## src/rtl/id_pkg.sv

```systemverilog
// Shared decode-stage constants: RV32I opcodes, the canonical NOP and the
// decode-holding FSM state type.
package id_pkg;

   localparam logic [6:0] OpcLui    = 7'b0110111;
   localparam logic [6:0] OpcAuipc  = 7'b0010111;
   localparam logic [6:0] OpcJal    = 7'b1101111;
   localparam logic [6:0] OpcJalr   = 7'b1100111;
   localparam logic [6:0] OpcBranch = 7'b1100011;
   localparam logic [6:0] OpcLoad   = 7'b0000011;
   localparam logic [6:0] OpcStore  = 7'b0100011;
   localparam logic [6:0] OpcOpImm  = 7'b0010011;
   localparam logic [6:0] OpcOp     = 7'b0110011;
   localparam logic [6:0] OpcFence  = 7'b0001111;
   localparam logic [6:0] OpcSystem = 7'b1110011;

   localparam logic [31:0] Nop = 32'h0000_0013;

   typedef enum logic [1:0] {
      StEmpty,
      StHold,
      StBubble
   } state_e;

   // FENCE and SYSTEM are deliberately outside the supported set.
   function automatic logic opc_legal(input logic [6:0] opc);
      logic r;
      case (opc)
         OpcLui, OpcAuipc, OpcJal, OpcJalr, OpcBranch,
         OpcLoad, OpcStore, OpcOpImm, OpcOp: r = 1'b1;
         default:                            r = 1'b0;
      endcase
      return r;
   endfunction

endpackage

```

## src/rtl/id_hazard.sv

```systemverilog
// Load-use hazard detector: flags a held instruction whose used source
// register is the destination of a LOAD currently in EX.
module id_hazard
   import id_pkg::*;
(
   input  logic [31:0] i_instr,
   input  logic        i_load_valid,
   input  logic [4:0]  i_load_rd,
   output logic        o_hazard
);

   logic [6:0] w_opc;
   logic [4:0] w_rs1;
   logic [4:0] w_rs2;
   logic       w_use_rs1;
   logic       w_use_rs2;
   logic       w_unused_instr;

   assign w_opc = i_instr[6:0];
   assign w_rs1 = i_instr[19:15];
   assign w_rs2 = i_instr[24:20];

   assign w_use_rs1 = !(w_opc inside {OpcLui, OpcAuipc, OpcJal});
   assign w_use_rs2 = w_opc inside {OpcOp, OpcStore, OpcBranch};

   // x0 never carries a dependency.
   assign o_hazard = i_load_valid && (i_load_rd != 5'd0) &&
                     ((w_use_rs1 && (i_load_rd == w_rs1)) ||
                      (w_use_rs2 && (i_load_rd == w_rs2)));

   assign w_unused_instr = ^{i_instr[31:25], i_instr[14:7]};

endmodule

```

## src/rtl/id_ctrl.sv

```systemverilog
// Decode-stage holding register: one-deep instruction buffer between fetch
// and EX with load-use bubble insertion, flush and illegal-opcode flagging.
module id_ctrl
   import id_pkg::*;
(
   input  logic        i_clk,
   input  logic        i_rst_n,
   input  logic        i_if_valid,
   output logic        o_if_ready,
   input  logic [31:0] i_if_instr,
   input  logic [31:0] i_if_pc,
   output logic [31:0] o_dec_instr,
   output logic [31:0] o_dec_pc,
   output logic        o_ex_valid,
   input  logic        i_ex_ready,
   input  logic        i_ex_load_valid,
   input  logic [4:0]  i_ex_load_rd,
   input  logic        i_flush,
   output logic        o_illegal,
   output logic [15:0] o_stall_cnt
);

   state_e      r_state;
   state_e      w_state_next;
   logic [31:0] r_instr;
   logic [31:0] r_pc;
   logic [15:0] r_stall_cnt;
   logic        w_hazard;
   logic        w_issue;
   logic        w_fetch;

   id_hazard u_hazard (
      .i_instr      (r_instr),
      .i_load_valid (i_ex_load_valid),
      .i_load_rd    (i_ex_load_rd),
      .o_hazard     (w_hazard)
   );

   assign o_ex_valid = (r_state == StHold) && !w_hazard && !i_flush;
   assign w_issue    = o_ex_valid && i_ex_ready;
   // Gated by reset so fetch never sees ready while the stage is held in reset.
   assign o_if_ready = i_rst_n && !i_flush && ((r_state == StEmpty) || w_issue);
   assign w_fetch    = i_if_valid && o_if_ready;

   always_comb begin
      w_state_next = r_state;
      if (i_flush) begin
         w_state_next = StEmpty;
      end else begin
         unique case (r_state)
            StEmpty: begin
               if (i_if_valid) w_state_next = StHold;
            end
            StHold: begin
               if (w_hazard)                  w_state_next = StBubble;
               else if (w_issue && !i_if_valid) w_state_next = StEmpty;
            end
            StBubble: w_state_next = StHold;
            default:  w_state_next = StEmpty;
         endcase
      end
   end

   always_ff @(posedge i_clk or negedge i_rst_n) begin
      if (!i_rst_n) begin
         r_state     <= StEmpty;
         r_instr     <= Nop;
         r_pc        <= 32'd0;
         r_stall_cnt <= 16'd0;
      end else begin
         r_state <= w_state_next;
         if (w_fetch) begin
            r_instr <= i_if_instr;
            r_pc    <= i_if_pc;
         end else if (w_state_next == StEmpty) begin
            r_instr <= Nop;
         end
         if ((r_state == StBubble) && (r_stall_cnt != 16'hFFFF)) begin
            r_stall_cnt <= r_stall_cnt + 16'd1;
         end
      end
   end

   assign o_dec_instr = r_instr;
   assign o_dec_pc    = r_pc;
   assign o_illegal   = (r_state != StEmpty) && !opc_legal(r_instr[6:0]);
   assign o_stall_cnt = r_stall_cnt;

endmodule

```

## config.mk

```make
export PLATFORM = sky130hd
export DESIGN_NAME = id_ctrl
export DESIGN_NICKNAME = d
export VERILOG_FILES = /design/src/rtl/id_pkg.sv /design/src/rtl/id_hazard.sv /design/src/rtl/id_ctrl.sv
export SDC_FILE = /design/constraint.sdc
export NUM_CORES = 1
export LEC_CHECK = 0
export ABC_AREA = 0
export BUFFER_PORTS_ARGS = -buffer_cell sky130_fd_sc_hd__buf_4
export CORE_ASPECT_RATIO = 1.2
export CORE_MARGIN = 3
export CORE_UTILIZATION = 50
export CTS_CLUSTER_DIAMETER = 50
export CTS_CLUSTER_SIZE = 25
export DETAILED_ROUTE_END_ITERATION = 12
export GPL_TIMING_DRIVEN = 0
export HOLD_SLACK_MARGIN = 0.08
export PLACE_DENSITY = 0.84
export SLEW_MARGIN = 20
export SYNTH_ARGS = -nofsm -noshare
export SYNTH_HDL_FRONTEND = slang
export SYNTH_SLANG_ARGS = --single-unit
```

## constraint.sdc

```tcl
create_clock -name i_clk -period 7 [get_ports i_clk]
set_clock_uncertainty 0.15 [all_clocks]
set_input_delay 0.7 -clock i_clk [delete_from_list [all_inputs] [get_ports i_clk]]
set_output_delay 0.7 -clock i_clk [all_outputs]
set_load 0.05 [all_outputs]
```

==> results.cfg <==
[grt]
grt_max_degree = 85
grt_pass1_wl_um = 14800
antenna_found_initial = 0
grt_pass1_vias = 3107
grt-ovfl-total = 0
grt.total_usage = 0.216

[drt]
wire_per_inst_um = 15.7
vias = 3032
drtPass1Iterations = 4
drtIter0Drc = 128
routed_wl_um = 9270
drc = 0
detail-route-antenna-nets = 0
viasPerCell = 5.13

[power_and_ir_drop]
power_leakage_nw = 2.50
p_per_area_nw_per_um2 = 252
irDropWorstVdd_v = 0.000181

[sta]
finalHoldViolCount = 0
setup_viol = 0
setup_ws_ns = 3.59
finalSetupTns_ns = 0
max_freq_ghz = 0.293
min_period_over_period = 0.487
period_minus_slack_ns = 3.41
final_max_slew_viol_count = 0
maxSlewHeadroom = 0.493
worstMarginPinSlew_ns = 0.760
grt_setup_unrepaired = no

[logic_synthesis]
synth.avg_cell_area_um2 = 11.5
synthFlopType = dfrtp_1
yosys-top-cells-count = dfrtp_1 (79), nand2_1 (43), inv_1 (34)
synthDominantCellAreaShare = 0.524
async_flop_share = 1.00
synth_edf_count = 0
ys_seq_area_frac = 0.545
ys_seq_elements = 82
synth_most_common_cell = dfrtp_1
syn_nets = 404
netlist_top_cells_area = dfrtp_1 (52%), mux2_2 (9.3%), o31ai_2 (7.0%)
synth_area_um2 = 3770
synth_cells = 328
yosys.area.top_type = dfrtp_1
yosysWarnings = 0
ys_types = 39

[cts]
cts_buffer_depth = 2
clk_pin_slew_ns = 0.09
cts_tree = done
cts_root_buf = clkbuf_8
post_cts_resized = 0
worstSkewPairLatency_ns = 0.35
post-cts-setup-buffers = 0
cts.hold.buffers_added = 0
cts_buffers = 9
cts.sinks = 82
htreeDepth = 3

[worst_setup_path]
critPathKind = flop to output pin
cp-start-kind = flop
worstPathMaxFanout = 6
critical_path_arrival_ns = 2.56
required_ns = 6.15
end_kind = output pin

[job]
drv_cap = 0

[outcome]
status = finished clean

[die]
dieWidth_um = 85.3
dieArea_um2 = 8630
fp-row-count = 34
start_util = 0.519
die_h_um = 101
core_area_um2 = 7270
io_pins = 158

[layout]
diodes = 0
area_growth_pct = 39.3
drive_gt1_frac = 0.491
layout.nets = 572

[placed_design]
placement.setup.worst_slack_ns = 3.59
dp_hpwl_um = 7090
io_buffers = 157
gp_congestion = 0.788

[min_path]
hold_path.class = input port to async pin
==> area by class of cell <==
type / count / area, um2
sequential: 82 / 2060
fill: 528 / 2020
multi-input combinational: 199 / 1490
timing repair buffer: 157 / 1180
clock buffer: 10 / 138
inverter: 34 / 128
tap: 90 / 113
buffer: 13 / 95.1
clock inverter: 6 / 48.8
==> per-stage QoR <==
step	hold WS, ns	cell area [um2]	utilization	total power, mW	cells
2_1_floorplan	0.254	3770	-	0.848	328
3_3_place_gp	0.322	5060	0.696	1.00	575
3_5_place_dp	0.330	5060	0.696	1.01	575
4_1_cts	0.349	5250	0.722	1.33	591
5_1_grt	0.287	5250	0.722	1.38	591
6_report	0.216	5250	0.722	1.32	591
==> worst max-delay path: stages (launching register included) <==
cell and delay [ns]:
dfrtp_1 0.45, or2_1 0.26, a2111oi_2 0.49, nor4_1 0.16, or2_2 0.34, o21ai_0 0.13, and3_1 0.18, buf_4 0.20
==> layer usage <==
layer | GRT usage | vias to the layer above | wire, um
met3 | 0.0496 | 17 | 545
met1 | 0.258 | 1467 | 3450
li1 | - | 1454 | -
met5 | 0 | - | 0
met4 | 0.0719 | 0 | 167
met2 | 0.385 | 94 | 5110
==> report_power, final <==
| part | internal, mW | switching, mW | leakage, nW | total, mW |
|---|---|---|---|---|
| clock network | 0.142 | 0.181 | 0.0859 | 0.323 |
| logic | 0.151 | 0.286 | 1.36 | 0.437 |
| registers | 0.529 | 0.0330 | 1.06 | 0.562 |
| total | 0.822 | 0.500 | 2.50 | 1.32 |
==> sequential cells by signal (all words and copies together), names as in the netlist <==
register,count
o_dec_instr,32
o_dec_pc,32
o_stall_cnt,16
r_state,2
==> cell families after synthesis <==
| logic type | after synthesis | share of synthesized area |
|---|---|---|
| muxes | 34 | 0.101 |
| and+or+nand+nor | 94 | 0.113 |
| adders and majority gates | 1 | 0.00332 |
| AOI/OAI and AO/OA | 48 | 0.127 |
| xor gates and xnor gates | 22 | 0.0511 |
| DFF | 82 | 0.545 |
| buffers and inverters | 47 | 0.0590 |
==> layout by cell type, fill, tap and decap left out, types with 4 or more instances in the layout <==
cell type,n
nand3_1,12
mux2_2,31
buf_2,4
o31ai_1,8
nor4_1,4
dfrtp_1,79
xnor2_1,16
clkbuf_8,10
buf_4,163
nor2_1,16
o31ai_2,21
nand2_1,43
nand2b_1,6
xor2_1,6
inv_1,34
==> worst paths after layout <==
kind	from	to	slack, ns	depth (start not counted)
min in group i_clk	o_stall_cnt[12]	o_stall_cnt[12]	0.34	1
worst max-delay path	o_dec_instr[3]	o_if_ready	3.59	7
worst min register to register	o_stall_cnt[12]	o_stall_cnt[12]	0.34	1
worst max register to register	o_dec_instr[3]	o_dec_instr[9]	4.43	8
worst min-delay path	i_rst_n	o_stall_cnt[10]	0.22	1
max in group asynchronous	i_rst_n	o_dec_pc[22]	5.93	1
No activity file was read; power rests on OpenSTA's default activity.
